## src/rtl/lock_sequencer.sv

```systemverilog
// lock_sequencer: keypad code-entry controller with grant window, failure lockout and code reprogramming.
//   CLK, RST         clock and asynchronous active-high reset
//   DIGIT_VALID      one-cycle strobe presenting DIGIT
//   DIGIT            keypad digit value
//   CLEAR            abort the current entry or program pass
//   SET_MODE         request code reprogramming while access is granted
//   INIT             high for the grant window (drives the unlock-check stage)
//   LOCKED_OUT       high during lockout
//   BUSY             high in any state other than IDLE
//   FAIL_CNT         consecutive failure count, saturating at 15
//   ENTRY_CNT        digits accepted in the current entry or program pass
module lock_sequencer #(
    parameter int                            CODE_LEN       = 4,
    parameter int                            DIGIT_W        = 4,
    parameter logic [CODE_LEN*DIGIT_W-1:0]   CODE_RESET     = 16'h1234,
    parameter int                            MAX_FAIL       = 3,
    parameter int                            GRANT_CYCLES   = 8,
    parameter int                            LOCKOUT_CYCLES = 64,
    parameter int                            TIMEOUT_CYCLES = 32
) (
    input  logic               CLK,
    input  logic               RST,
    input  logic               DIGIT_VALID,
    input  logic [DIGIT_W-1:0] DIGIT,
    input  logic               CLEAR,
    input  logic               SET_MODE,
    output logic               INIT,
    output logic               LOCKED_OUT,
    output logic               BUSY,
    output logic [3:0]         FAIL_CNT,
    output logic [3:0]         ENTRY_CNT
);
    localparam int CW    = CODE_LEN * DIGIT_W;
    localparam int SW    = (CODE_LEN - 1) * DIGIT_W;
    localparam int T_GL  = GRANT_CYCLES > LOCKOUT_CYCLES ? GRANT_CYCLES : LOCKOUT_CYCLES;
    localparam int T_MAX = T_GL > TIMEOUT_CYCLES ? T_GL : TIMEOUT_CYCLES;
    localparam int TW    = $clog2(T_MAX + 1);

    typedef enum logic [2:0] {IDLE, ENTRY, CHECK, GRANT, PROG, FAIL, LOCKOUT} state_t;

    state_t             state, state_n;
    logic               dv_q, clr_q;
    logic [DIGIT_W-1:0] dig_q;
    logic [CW-1:0]      code_reg, code_n, aligned;
    logic [SW-1:0]      shadow, shadow_n;
    logic [TW-1:0]      timer, timer_n;
    logic [3:0]         entry_n, fail_n, fail_inc;
    logic               mism, mism_n, digit_ne, last_digit, gap_out, take;

    // Keypad inputs pass through one register stage, which places CHECK one cycle after
    // the last digit is sampled. Only states that consume keypad input capture it, so
    // strobes presented in CHECK, GRANT, FAIL or LOCKOUT are dropped at the door.
    assign take       = state == IDLE || state == ENTRY || state == PROG;
    // Shift the stored code so the digit expected at position ENTRY_CNT lands in the MS slot.
    assign aligned    = code_reg << (ENTRY_CNT * DIGIT_W);
    assign digit_ne   = dig_q != DIGIT_W'(aligned >> (CW - DIGIT_W));
    assign last_digit = ENTRY_CNT == 4'(CODE_LEN - 1);
    assign gap_out    = timer == TW'(TIMEOUT_CYCLES - 1);
    assign fail_inc   = FAIL_CNT == 4'hF ? 4'hF : FAIL_CNT + 4'd1;

    always_comb begin
        state_n  = state;
        timer_n  = timer + TW'(1);
        entry_n  = ENTRY_CNT;
        fail_n   = FAIL_CNT;
        mism_n   = mism;
        shadow_n = shadow;
        code_n   = code_reg;
        case (state)
            IDLE: begin
                timer_n = '0;
                if (dv_q) begin
                    state_n = ENTRY;
                    entry_n = 4'd1;
                    mism_n  = digit_ne;
                end
            end
            ENTRY: begin
                if (clr_q) begin
                    state_n = IDLE;
                end else if (dv_q) begin
                    timer_n = '0;
                    entry_n = ENTRY_CNT + 4'd1;
                    // Sticky mismatch: the whole code is always collected before judging.
                    mism_n  = mism | digit_ne;
                    if (last_digit) state_n = CHECK;
                end else if (gap_out) begin
                    state_n = IDLE;
                end
            end
            CHECK: begin
                timer_n = '0;
                state_n = mism ? FAIL : GRANT;
                fail_n  = mism ? FAIL_CNT : 4'd0;
            end
            GRANT: begin
                // SET_MODE outranks window expiry so a request in the final cycle still lands in PROG.
                if (SET_MODE) begin
                    state_n = PROG;
                    timer_n = '0;
                    entry_n = '0;
                end else if (timer == TW'(GRANT_CYCLES - 1)) begin
                    state_n = IDLE;
                end
            end
            PROG: begin
                if (clr_q) begin
                    state_n = IDLE;
                end else if (dv_q) begin
                    timer_n  = '0;
                    entry_n  = ENTRY_CNT + 4'd1;
                    shadow_n = SW'({shadow, dig_q});
                    if (last_digit) begin
                        code_n  = {shadow, dig_q};
                        state_n = IDLE;
                    end
                end else if (gap_out) begin
                    state_n = IDLE;
                end
            end
            FAIL: begin
                timer_n = '0;
                fail_n  = fail_inc;
                state_n = fail_inc >= 4'(MAX_FAIL) ? LOCKOUT : IDLE;
            end
            LOCKOUT: begin
                if (timer == TW'(LOCKOUT_CYCLES - 1)) begin
                    state_n = IDLE;
                    fail_n  = '0;
                end
            end
            default: state_n = IDLE;
        endcase
        if (state_n == IDLE) begin
            entry_n = '0;
            timer_n = '0;
            mism_n  = 1'b0;
        end
    end

    always_ff @(posedge CLK or posedge RST) begin
        if (RST) begin
            state      <= IDLE;
            timer      <= '0;
            mism       <= 1'b0;
            shadow     <= '0;
            code_reg   <= CODE_RESET;
            dv_q       <= 1'b0;
            clr_q      <= 1'b0;
            dig_q      <= '0;
            ENTRY_CNT  <= '0;
            FAIL_CNT   <= '0;
            INIT       <= 1'b0;
            LOCKED_OUT <= 1'b0;
            BUSY       <= 1'b0;
        end else begin
            state      <= state_n;
            timer      <= timer_n;
            mism       <= mism_n;
            shadow     <= shadow_n;
            code_reg   <= code_n;
            dv_q       <= DIGIT_VALID && take;
            clr_q      <= CLEAR && take;
            dig_q      <= DIGIT;
            ENTRY_CNT  <= entry_n;
            FAIL_CNT   <= fail_n;
            INIT       <= state_n == GRANT;
            LOCKED_OUT <= state_n == LOCKOUT;
            BUSY       <= state_n != IDLE;
        end
    end
endmodule
```

## config.mk

```make
export PLATFORM = sky130hd
export DESIGN_NAME = lock_sequencer
export DESIGN_NICKNAME = d
export VERILOG_FILES = /design/src/rtl/lock_sequencer.sv
export SDC_FILE = /design/constraint.sdc
export NUM_CORES = 1
export LEC_CHECK = 0
export BUFFER_PORTS_ARGS = -buffer_cell sky130_fd_sc_hd__buf_4
export CAP_MARGIN = 40
export CORE_ASPECT_RATIO = 0.7
export CORE_UTILIZATION = 40
export DETAILED_ROUTE_END_ITERATION = 6
export GPL_TIMING_DRIVEN = 0
export SYNTH_ARGS = -nofsm -noshare
export SYNTH_HDL_FRONTEND = slang
export SYNTH_SLANG_ARGS = --single-unit
```

## constraint.sdc

```tcl
create_clock -name CLK -period 2.04 [get_ports CLK]
set_input_delay 0.204 -clock CLK [delete_from_list [all_inputs] [get_ports CLK]]
set_output_delay 0.204 -clock CLK [all_outputs]
set_load 0.05 [all_outputs]
```

Word-level counts from Yosys, hierarchy flattened:

Index checks and enable logic that the tools add are counted.

* bitwise operators: 2
* add/sub/neg operators: 3
* order comparisons: 1
* eq/ne operators: 22
* multiplexer cells: 34
* shift-type cells: 1
* reduce and logical (&&, ||, !) cells: 17

Operator list (number)
* two-way mux 3 bit: 13
* two-way mux 4 bit: 8
* two-way mux 7 bit: 4
* case mux 4 bit (3 select lines): 2
* case mux 3 bit (7 select lines): 1
* case mux 7 bit (3 select lines): 1
* << shifter 16 x 6 -> 16 bit: 1
* equality test 3 bit, second input constant: 4
* inequality test 3 x 2 -> 1 bit, second input constant: 4
* equality test 3 x 2 -> 1 bit, second input constant: 3
* nonzero test 3 bit: 3
* adder 4 x 1 -> 4 bit, second input constant: 2
* AND reduction 4 bit: 2
* adder 7 x 1 -> 7 bit, second input constant: 1
* equality test 7 x 3 -> 1 bit, second input constant: 1
* equality test 7 x 5 -> 1 bit, second input constant: 1
* equality test 7 x 6 -> 1 bit, second input constant: 1
* zero test 3 bit: 2
* AND reduction 3 bit: 2
* AND reduction 5 bit: 1
* equality test 4 x 2 -> 1 bit, second input constant: 1
* equality test 4 bit, second input constant: 1
* >= comparator 4 x 2 -> 1 bit, second input constant: 1
* two-way mux 1 bit: 4
* other kinds (13): 16

* flip-flop bits (word level): 56
* output and inout bits: 11

Logic depth before layout (Yosys ltp):

Gate-level depths: netlist (run 1).

* depth after elaboration: 8
* mapped depth: 8
* gate-level depth less buffers: 6

Worst setup path before layout (run 1):

Ideal clock, no wire load.

* path type: reg-to-reg
* start: register FAIL_CNT[0]
* end: register timer[6]
* setup time: 0.126 ns
* arrival time: 2.189 ns
* required time: 1.914 ns
* slack: -0.275 ns
* clock period less this slack: 2.315 ns
* stages on the path, launching flop included: 8
* path through: dfrtp_1 ha_1 a21bo_1 a2111oi_4 o22ai_2 a21oi_4 buf_6 a21oi_2

* cells in the longest elaborated chain, start to end: 7
* elaborated cells between the ends (all ways): 8
* classes of those cells: add/sub: 1; order compare: 1; eq/ne: 1; mux: 4; reduce/logical: 1

RTL lines
* start: declaration: RTL line 30 `output logic [3:0] FAIL_CNT,`
* start signal: assignment: RTL line 166 `FAIL_CNT <= fail_n;`
* adder 4 x 1 -> 4 bit / equality test 4 bit (equally long branches): RTL line 59 `assign fail_inc = FAIL_CNT == 4'hF ? 4'hF : FAIL_CNT + 4'd1;`
* two-way mux 4 bit (*): RTL line 59
* >= comparator 4 x 2 -> 1 bit (*): RTL line 124 `state_n = fail_inc >= 4'(MAX_FAIL) ? LOCKOUT : IDLE;`
* two-way mux 3 bit (*): RTL line 124
* case mux 3 bit (7 select lines) (*): RTL line 69 `case (state)`
* zero test 3 bit (*): RTL line 134 `if (state_n == IDLE) begin`
* two-way mux 7 bit (*): RTL line 134
* net timer_n[6]: RTL line 46 `logic [TW-1:0] timer, timer_n;`
* end signal: assignment: RTL line 158 `timer <= timer_n;`
* end: declaration: RTL line 46

Mark *: on every way through the listed nets, which the timed path passes. The rest lies on a longest branch.
A chain may end at the register's enable or synchronous reset.

Worst setup path after layout (run 1):

* start: register timer[1]
* end: register ENTRY_CNT[0]

* cells in the longest elaborated chain, start to end: 8
* elaborated cells between the ends (all ways): 20
* classes of those cells: eq/ne: 7; mux: 10; reduce/logical: 3

RTL lines
* equality test 7 x 5 -> 1 bit: RTL line 58 `assign gap_out = timer == TW'(TIMEOUT_CYCLES - 1);`
* two-way mux 3 bit: RTL line 87, 117
* two-way mux 3 bit, on equally long branches: RTL line 109, 81
* two-way mux 3 bit, on equally long branches: RTL line 107, 79
* case mux 3 bit (7 select lines) (*): RTL line 69
* net state_n[0]: RTL line 41 `state_t state, state_n;`
* zero test 3 bit (*): RTL line 134
* inequality test 3 bit (no source line), or another cell as far along
* AND reduction 5 bit (no source line)
* end signal: assignment: RTL line 165 `ENTRY_CNT <= entry_n;`
* end: declaration: RTL line 31 `output logic [3:0] ENTRY_CNT`

Marks and branches as above.

==> results.py, run 1 <==
metrics = {
    "run_status": {
        "status": "finished with violations",
        "failed_checks": "setup timing",
    },
    "sta": {
        "period_minus_slack_ns": 2.05,
        "post-route-period-util_pct": 101,
        "hold_viol_final": 0,
        "final-setup-viol-count": 10,
        "relSlewSlack_pct": 55.0,
        "worst_slack_ns": -0.0123,
        "rsz0062_at_grt": "true",
        "report.final.slew_viol_count": 0,
        "holdWs_ns": 0.107,
        "max_freq_ghz": 0.487,
        "clock-skew-final_ns": 0.00358,
        "worstMarginPinSlew_ns": 0.668,
    },
    "floorplan": {
        "core-area_sq_um": 6850,
        "num_io_pins": 20,
        "num_rows": 25,
        "chipHeight_microns": 72.8,
        "die-area_sq_um": 7510,
        "start_util_pct": 41.8,
        "die-width_microns": 103,
    },
    "global_routing": {
        "grt_pass1_wl_microns": 9050,
        "antenna_found_initial": 0,
        "grt_pass1_vias": 1746,
        "globalRouteTotalUtil_pct": 16.0,
        "grt_max_degree": 30,
        "overflow": 0,
    },
    "critical_path": {
        "reg2regPathDepth": 8,
        "cp.required_ns": 2.23,
        "ff2ff_setup_slack_ns": -0.01,
        "r2r-end": "ENTRY_CNT[0]",
        "critPathCaptureType": "flop",
        "reg2reg_from": "timer[1]",
        "worstSetupStartpointType": "flop",
        "critPathMaxFanout": 5,
        "timing_worst_setup_path_type": "flop to flop",
        "worstPathArrival_ns": 2.25,
    },
    "worst_hold_path": {
        "hold_path_end": "dv_q",
        "worstHoldStart": "DIGIT_VALID",
        "whs_path_depth": 2,
        "hp-class": "primary input to flop",
    },
    "clock_tree": {
        "cts.sinks": 56,
        "cts_root_buffer": "clkbuf_8",
        "cts_inserted_buffers": 5,
        "clk_latency_ns": 0.30,
        "cts_max_level": 2,
        "clockBufferDepth": 2,
        "cts_tree": "built",
        "clk_pin_slew_ns": 0.10,
    },
    "synthesis": {
        "ys.warnings.count": 0,
        "synth-edff-count": 0,
        "synthArstFlopShare_pct": 100,
        "avgSynthCellArea_sq_um": 12.1,
        "synth_area_sq_um": 2870,
        "synth_cell_types": 59,
        "synth_fp_nets": 249,
        "ys_seq_elements": 56,
        "yosysTopAreaCell": "dfrtp_1",
        "synth_cells": 237,
        "seq_area_frac_synth_pct": 49.1,
        "yosys-top-cells-area": "dfrtp_1, mux2_2, dfstp_2, mux2_4, mux4_2",
        "synth_top_area_share_pct": 44.5,
        "synth_flop_cell": "dfrtp_1",
    },
    "pwr": {
        "switching_power_uw": 567,
        "leakagePower_nw": 1.57,
        "clock_power_share_pct": 29.4,
        "power_density_nw_per_um2": 608,
        "swShare_pct": 27.3,
        "seq_power_share_pct": 55.9,
        "ir_drop_mv": 0.278,
        "p_int_mw": 1.51,
        "power_frac_comb_pct": 14.7,
    },
    "placed_design": {
        "post_dp_cell_area_sq_um": 3160,
        "globalplace.congestion": 0.785,
        "portBuffers": 19,
        "hpwlAfterDp_microns": 3930,
    },
    "drt": {
        "viasPerCell": 5.09,
        "drc": 0,
        "ant_nets": 0,
        "first_pass_iters": 4,
        "vias": 1902,
        "wl_per_cell_microns": 14.9,
        "dr.first_iter.drc_count": 109,
        "drt-total-wl_microns": 5590,
    },
    "cells_and_area": {
        "finalNetCount": 291,
        "fin_area_sq_um": 3420,
        "n_antenna_cell": 0,
        "layout-drive-gt1-share_pct": 40.0,
        "synthToLayoutAreaGrowth_pct": 19.2,
        "largest_register_ffs": 16,
    },
    "job": {
        "maxCapViolCount": 0,
    },
}
critical path, stage by stage, from the launching register on:
cell and delay [ns]:
dfrtp_1 0.41, ha_4 0.18, nand3b_4 0.10, o41ai_4 0.45, o211ai_2 0.22, nor3_4 0.27
buf_6 0.15, buf_8 0.11, a21oi_2 0.05
area by class of cell:
class	count	area [sq um]
Tap cell	94	118
Sequential cell	56	1410
Clock inverter	2	16.3
Inverter	6	22.5
Clock buffer	6	72.6
Timing Repair Buffer	35	292
Fill cell	612	3430
Multi-Input combinational cell	162	1390
Buffer	13	97.6
cells in the mapped netlist, drive strengths merged (2+ instances only):
cell type	n
buf	11
o41ai	3
nand2	22
nand3	4
ha	3
a22o	4
or3	3
clkbuf	2
a21oi	22
nor2b	2
mux2	24
nor3	2
xor2	2
o21ai	9
nand2b	9
xnor2	3
inv	6
dfrtp	51
nor3b	2
o22ai	2
and2	2
a22oi	3
dfstp	5
o31ai	4
nand3b	2
nor2	11
mux4	4
metrics by stage:
stage	setup TNS, ns	total power [mW]	setup slack, ns	cells	utilization (%)
after CTS	0	2.07	0.0286	366	48.5
final	-0.0831	2.08	-0.0123	374	49.9
after detailed placement	0	1.45	0.00257	351	46.2
after global routing	-0.839	2.17	-0.0887	374	49.9
after floorplan	0	1.38	0.00798	237	-
after global placement	-16.49	1.45	-0.492	350	45.9
layer usage:
layer  GRT usage (%)  vias to the layer above  part of all wire, %
met5               0                        -                    0
met2            21.0                       32                   40
li1                -                      944                    -
met1            26.5                      924                   55
met4            3.29                        0                 0.52
met3            2.87                        2                  3.6
cells in the final DEF, fill, tap and decap left out, types with 2 or more instances in the layout:
| cell | synthesis | routed |
|---|---|---|
| nor3b_1 | 2 | 2 |
| a21oi_2 | 9 | 9 |
| nor2_1 | 11 | 10 |
| a22o_1 | 4 | 4 |
| mux2_4 | 6 | 6 |
| nand2_1 | 20 | 20 |
| buf_6 | 5 | 5 |
| buf_2 | 6 | 6 |
| inv_1 | 5 | 4 |
| nor2b_1 | 2 | 2 |
| o21ai_0 | 9 | 9 |
| dfrtp_1 | 51 | 47 |
| o41ai_4 | 2 | 2 |
| nand3_1 | 4 | 4 |
| clkbuf_1 | 2 | 3 |
| mux2_1 | 3 | 3 |
| dfstp_2 | 5 | 5 |
| nand2b_1 | 8 | 8 |
| mux2_2 | 15 | 15 |
| clkbuf_8 | 0 | 5 |
| a22oi_1 | 3 | 3 |
| and2_1 | 2 | 2 |
| inv_2 | 1 | 2 |
| nand2_2 | 2 | 2 |
| xor2_1 | 2 | 2 |
| a21oi_1 | 12 | 12 |
| buf_4 | 0 | 27 |
| o31ai_1 | 4 | 4 |
| dfrtp_2 | 0 | 4 |
| or3_1 | 3 | 3 |
| ha_4 | 0 | 2 |
| dlygate4sd3_1 | 0 | 5 |
| xnor2_1 | 3 | 3 |
| mux4_2 | 4 | 4 |
power groups by stage:
stage	registers [mW]	logic (mW)	clock network (mW)
after floorplan	1.20	0.173	0
after global placement	1.18	0.267	0
after detailed placement	1.18	0.273	0
after CTS	1.16	0.281	0.628
after global routing	1.16	0.334	0.669
final	1.16	0.306	0.611
cell families (layout without fill, tap and decap cells):
group                      after synthesis  count (layout)  synth area share [%]
adders and majority gates                4               4                  1.70
muxes                                   29              29                  13.7
AOI/OAI and AO/OA                       57              57                  16.7
DFF                                     56              56                  49.1
buffers and inverters                   19              62                  4.06
xor gates and xnor gates                 5               5                  1.53
and+or+nand+nor                         67              67                  13.2
worst max-delay path by stage:
| stage | start | end | slack [ns] | cells after the start |
|---|---|---|---|---|
| global route | timer[0] | ENTRY_CNT[3] | -0.09 | 8 |
| CTS | timer[0] | ENTRY_CNT[3] | 0.03 | 7 |
| floorplan | FAIL_CNT[0] | timer[6] | 0.008 | 7 |
| finish | timer[1] | ENTRY_CNT[0] | -0.01 | 8 |
| global placement | RST | ENTRY_CNT[0] | -0.49 | 2 |
| detailed placement | timer[0] | ENTRY_CNT[0] | 0.003 | 7 |
what timing repair did:
action	CTS	global route
endpoints found under the setup margin	10	17
hold buffers	5	0
pin swaps	1	9
cloned	0	1
hold endpoints to repair	30	0
gates resized for setup	1	7
setup buffers	2	7
Power figures use the tool's default switching activity.
==> run 2: changes to the inputs <==
- CORE_ASPECT_RATIO: 0.7 -> default
==> run 2 against run 1 <==
Net effect: the run now ends clean; worst hold slack got worse by 0.017 ns; clock-buffer cell count shrank 1; maximum frequency grew 5.8%; non-clock buffer count is 1 higher; via count increased by 2.5%; critical path type unchanged; largest cell class unchanged.
==> results.py, run 2 (synthesized netlist as in run 1, its figures left out) <==
metrics = {
    "run_status": {
        "status": "complete, no violations",
    },
    "global_routing": {
        "grt_pass1_wl_microns": 9640,
        "grt_max_degree": 31,
        "grt_pass1_vias": 1991,
        "overflow": 0,
        "globalRouteTotalUtil_pct": 16.6,
        "antenna_found_initial": 0,
    },
    "critical_path": {
        "critPathMaxFanout": 10,
        "worstSetupStartpointType": "flop",
        "reg2regPathDepth": 6,
        "critPathCaptureType": "flop",
        "cp.required_ns": 2.25,
        "worstPathArrival_ns": 2.15,
        "timing_worst_setup_path_type": "flop to flop",
    },
    "floorplan": {
        "core-area_sq_um": 6870,
        "num_io_pins": 20,
        "num_rows": 30,
        "chipHeight_microns": 86.7,
        "die-width_microns": 86.7,
        "die-area_sq_um": 7510,
        "start_util_pct": 41.7,
    },
    "cells_and_area": {
        "num-fill-cells": 636,
        "final_cell_mix": "dfrtp_1, buf_4, nand2_1",
        "multi_input_area_sq_um": 1380,
        "n_antenna_cell": 0,
        "finalNetCount": 292,
        "layout-drive-gt1-share_pct": 40.6,
        "largest_register_ffs": 16,
        "final_common_cell": "dfrtp_1",
        "synthToLayoutAreaGrowth_pct": 19.9,
        "regArea_sq_um": 1410,
        "fin_area_sq_um": 3440,
    },
    "pwr": {
        "power_density_nw_per_um2": 622,
        "total_power_mw": 2.14,
        "leakagePower_nw": 1.59,
        "ir_drop_mv": 0.390,
    },
    "clock_tree": {
        "clk_pin_slew_ns": 0.11,
        "cts_root_buffer": "clkbuf_8",
        "cts_inserted_buffers": 5,
        "cts_tree": "built",
        "clk_latency_ns": 0.32,
        "cts_max_level": 2,
        "cts.sinks": 56,
        "clockBufferDepth": 2,
    },
    "sta": {
        "report.final.slew_viol_count": 0,
        "worstMarginPinSlew_ns": 0.610,
        "post-route-period-util_pct": 95.1,
        "max_freq_ghz": 0.515,
        "clock-skew-final_ns": 0.00716,
        "period_minus_slack_ns": 1.94,
        "final-setup-viol-count": 0,
        "rsz0062_at_grt": "true",
        "hold_viol_final": 0,
        "relSlewSlack_pct": 59.0,
        "setup_tns_ns": 0,
        "holdWs_ns": 0.0905,
        "worst_slack_ns": 0.100,
    },
    "drt": {
        "ant_nets": 0,
        "dr.first_iter.drc_count": 96,
        "drc": 0,
        "drt-total-wl_microns": 5530,
        "wl_per_cell_microns": 14.7,
        "viasPerCell": 5.17,
        "first_pass_iters": 4,
        "vias": 1949,
    },
    "placed_design": {
        "hpwlAfterDp_microns": 3840,
        "portBuffers": 19,
        "globalplace.congestion": 0.758,
        "pre_cts_ws_ns": -0.0546,
        "post_dp_cell_area_sq_um": 3170,
    },
    "worst_hold_path": {
        "whs_path_depth": 2,
        "hp-class": "primary input to flop",
    },
    "job": {
        "maxCapViolCount": 0,
    },
}
run 2: cell types whose count changed in the layout (fill, tap and decap cells not counted):
cell,delta
a22oi_1,-1
a22oi_2,+1
buf_4,+2
buf_6,-1
buf_8,+1
clkbuf_1,-1
clkbuf_4,-1
inv_8,+1
o41ai_1,+1
o41ai_2,-1
run 2: timing repair:
item,CTS,global route
pin swaps,6,7
resized for setup,5,4
endpoints found under the hold margin,29,0
setup endpoints to repair,10,21
buffers inserted,5,5
gates cloned,1,0
hold buffers,5,0
run 2: layer usage:
| layer | wire length, microns | global-route usage [%] | share of wire [%] | vias to the layer above |
|---|---|---|---|---|
| li1 | - | - | - | 947 |
| met1 | 2610 | 21.5 | 47 | 969 |
| met2 | 2700 | 27.6 | 49 | 24 |
| met3 | 140 | 3.33 | 2.5 | 9 |
| met4 | 76 | 5.91 | 1.4 | 0 |
| met5 | 0 | 0 | 0 | - |
run 2: worst max-delay path: stages (launching register included):
cell and delay [ns]:
dfrtp_2 0.48, ha_1 0.26, nand2_1 0.10, or3_1 0.30, buf_2 0.21, buf_6 0.18, mux2_4 0.29
run 2: final cells by class:
class	instances	area share (%)
plain buffers	13	2.95
clock buffers	5	2.00
inverters	6	0.655
multi-input cells	162	40.3
clock inverters	3	0.801
repair buffers	36	8.70
flip-flops and latches	56	41.1
well taps	96	3.50
run 2: final timing paths:
path | startpoint | end | slack [ns]
worst max-delay path | ENTRY_CNT[1] | code_reg[3] | 0.1
worst min-delay path | CLEAR | clr_q | 0.09
worst max register to register | ENTRY_CNT[1] | code_reg[3] | 0.1
worst min register to register | code_reg[2] | code_reg[2] | 0.49
max in group asynchronous | RST | code_reg[9] | 0.90
min in group asynchronous | RST | BUSY | 0.51
run 2: report_power, final:
part / total [mW] / switching, mW / internal, mW / leakage, nW
logic: 0.320 / 0.177 / 0.143 / 0.802
registers: 1.16 / 0.0248 / 1.14 / 0.738
clock network: 0.656 / 0.403 / 0.253 / 0.0463
run 2: stage by stage:
step	utilization, %	std cells
6_report	50.0	377
5_1_grt	50.0	377
4_1_cts	49.3	372
3_5_place_dp	46.1	353
3_3_place_gp	45.8	352
2_1_floorplan	-	237
==> run 3: changes to the inputs <==
- SETUP_SLACK_MARGIN: default -> 0.1
- clock period: 2.04 -> 2.25 ns (I/O delays scaled with it)
==> run 3 against run 2 <==
Net effect: first-iteration DRC count fell by 27%; critical path depth grew 1; sequential share of layout area is 0.99 points higher; sequential power decreased by 9%; register-to-register slack better by 0.099 ns; maximum frequency fell by 5.4%; via count shrank 2.1%; critical endpoint is now timer[6]; sequential cell count stayed put; wire length decreased by 0.40%.
==> results.py, run 3 (synthesized netlist as in run 1, its figures left out) <==
metrics = {
    "cells_and_area": {
        "instances_no_fill": 371,
        "n_antenna_cell": 0,
        "final_cell_mix": "dfrtp_1, buf_4, nand2_1",
        "final_core_util_pct": 48.8,
        "fin_area_sq_um": 3350,
        "finalNetCount": 286,
        "layout-drive-gt1-share_pct": 38.5,
        "regArea_sq_um": 1410,
        "num-fill-cells": 647,
        "final_common_cell": "dfrtp_1",
        "multi_input_area_sq_um": 1350,
        "synthToLayoutAreaGrowth_pct": 16.9,
        "largest_register_ffs": 16,
    },
    "global_routing": {
        "grt_pass1_vias": 1945,
        "globalRouteTotalUtil_pct": 16.6,
        "use_met1_pct": 22.0,
        "busiest_layer": "met2",
        "antenna_found_initial": 0,
        "overflow": 0,
        "grt_max_degree": 38,
        "grt_pass1_wl_microns": 9630,
        "use_met3_pct": 2.76,
        "grtUsageMet2_pct": 27.6,
    },
    "sta": {
        "worst_slack_ns": 0.199,
        "report.final.slew_viol_count": 0,
        "worstMarginPinSlew_ns": 0.617,
        "period_minus_slack_ns": 2.05,
        "rsz0062_at_grt": "true",
        "post-route-period-util_pct": 91.2,
        "clock-skew-final_ns": 0.00943,
        "final-setup-viol-count": 0,
        "max_freq_ghz": 0.488,
        "setup_tns_ns": 0,
        "hold_viol_final": 0,
        "holdWs_ns": 0.111,
        "relSlewSlack_pct": 58.5,
    },
    "clock_tree": {
        "cts_max_level": 2,
        "clockBufferDepth": 2,
        "cts.sinks": 56,
        "clk_latency_ns": 0.32,
        "cts_root_buffer": "clkbuf_8",
        "cts_tree": "built",
        "cts_inserted_buffers": 5,
        "clk_pin_slew_ns": 0.11,
    },
    "pwr": {
        "total_power_mw": 1.90,
        "power_frac_comb_pct": 13.7,
        "ir_drop_mv": 0.389,
        "swShare_pct": 28.3,
        "clock_power_share_pct": 31.2,
        "p_int_mw": 1.36,
        "seq_power_share_pct": 55.1,
        "leakagePower_nw": 1.52,
        "switching_power_uw": 538,
        "power_density_nw_per_um2": 568,
    },
    "drt": {
        "first_pass_iters": 4,
        "drc": 0,
        "vias": 1909,
        "ant_nets": 0,
        "viasPerCell": 5.15,
        "dr.first_iter.drc_count": 70,
        "drt-total-wl_microns": 5510,
        "wl_per_cell_microns": 14.9,
    },
    "floorplan": {
        "num_rows": 30,
        "num_io_pins": 20,
        "die-area_sq_um": 7510,
        "chipHeight_microns": 86.7,
        "start_util_pct": 41.7,
        "core-area_sq_um": 6870,
        "die-width_microns": 86.7,
    },
    "placed_design": {
        "post_dp_cell_area_sq_um": 3150,
        "placedCellCount": 353,
        "globalplace.congestion": 0.743,
        "pre_cts_ws_ns": 0.0989,
        "portBuffers": 19,
        "hpwlAfterDp_microns": 3870,
    },
    "worst_hold_path": {
        "hp-class": "primary input to flop",
    },
    "critical_path": {
        "crit_buf_inv": 1,
        "worstPathArrival_ns": 2.26,
        "cpPeakStageDelay_ns": 0.41,
        "crit_chain": "ha_2, a21bo_1, a2111oi_4, o22ai_2, a21oi_4, buf_8, a21oi_2",
        "slowest_stage": "dfrtp_2",
        "critPathCaptureType": "flop",
        "timing_worst_setup_path_type": "flop to flop",
        "worstSetupStartpointType": "flop",
        "crit_family": "compound AO/OA/AOI/OAI gates",
        "cp.required_ns": 2.46,
        "critPathMaxFanout": 10,
    },
    "job": {
        "maxCapViolCount": 0,
    },
    "run_status": {
        "status": "complete, no violations",
    },
}
==> run 3: path summary, 6_finish.rpt <==
check	start	end	slack (ns)	cells after the start
min	DIGIT_VALID	dv_q	0.11	2
max reg2reg	FAIL_CNT[1]	timer[6]	0.20	7
min reg2reg	code_reg[2]	code_reg[2]	0.49	2
max in group asynchronous	RST	code_reg[9]	1.16	4
max	FAIL_CNT[1]	timer[6]	0.20	7
min in group asynchronous	RST	BUSY	0.48	3
==> run 3: area by class of cell <==
cell class	instances	area share, %
Sequential cell	56	42.1
Multi-Input combinational cell	162	40.3
Timing Repair Buffer	30	7.58
Tap cell	96	3.58
Buffer	13	2.91
Clock buffer	5	2.05
Clock inverter	3	0.821
Inverter	6	0.672
==> run 3: metal layers <==
layer | part of all wire, % | up-vias
li1 | - | 934
met1 | 47 | 946
met2 | 49 | 22
met3 | 2.3 | 7
met4 | 1.3 | 0
met5 | 0 | -
==> run 3: what timing repair did <==
action	4_1_cts	5_1_grt
setup endpoints to repair	9	17
hold buffers	5	0
setup buffers	0	4
cloned	0	1
hold endpoints to repair	22	0
pin swaps	1	2
gates resized for setup	0	8
==> run 3: power by group through the flow <==
stage               logic, mW  registers [mW]  clock network (mW)
CTS                     0.256            1.05               0.615
finish                  0.261            1.05               0.593
global placement        0.241            1.07                   0
global route            0.290            1.05               0.647
floorplan               0.157            1.09                   0
detailed placement      0.248            1.07                   0
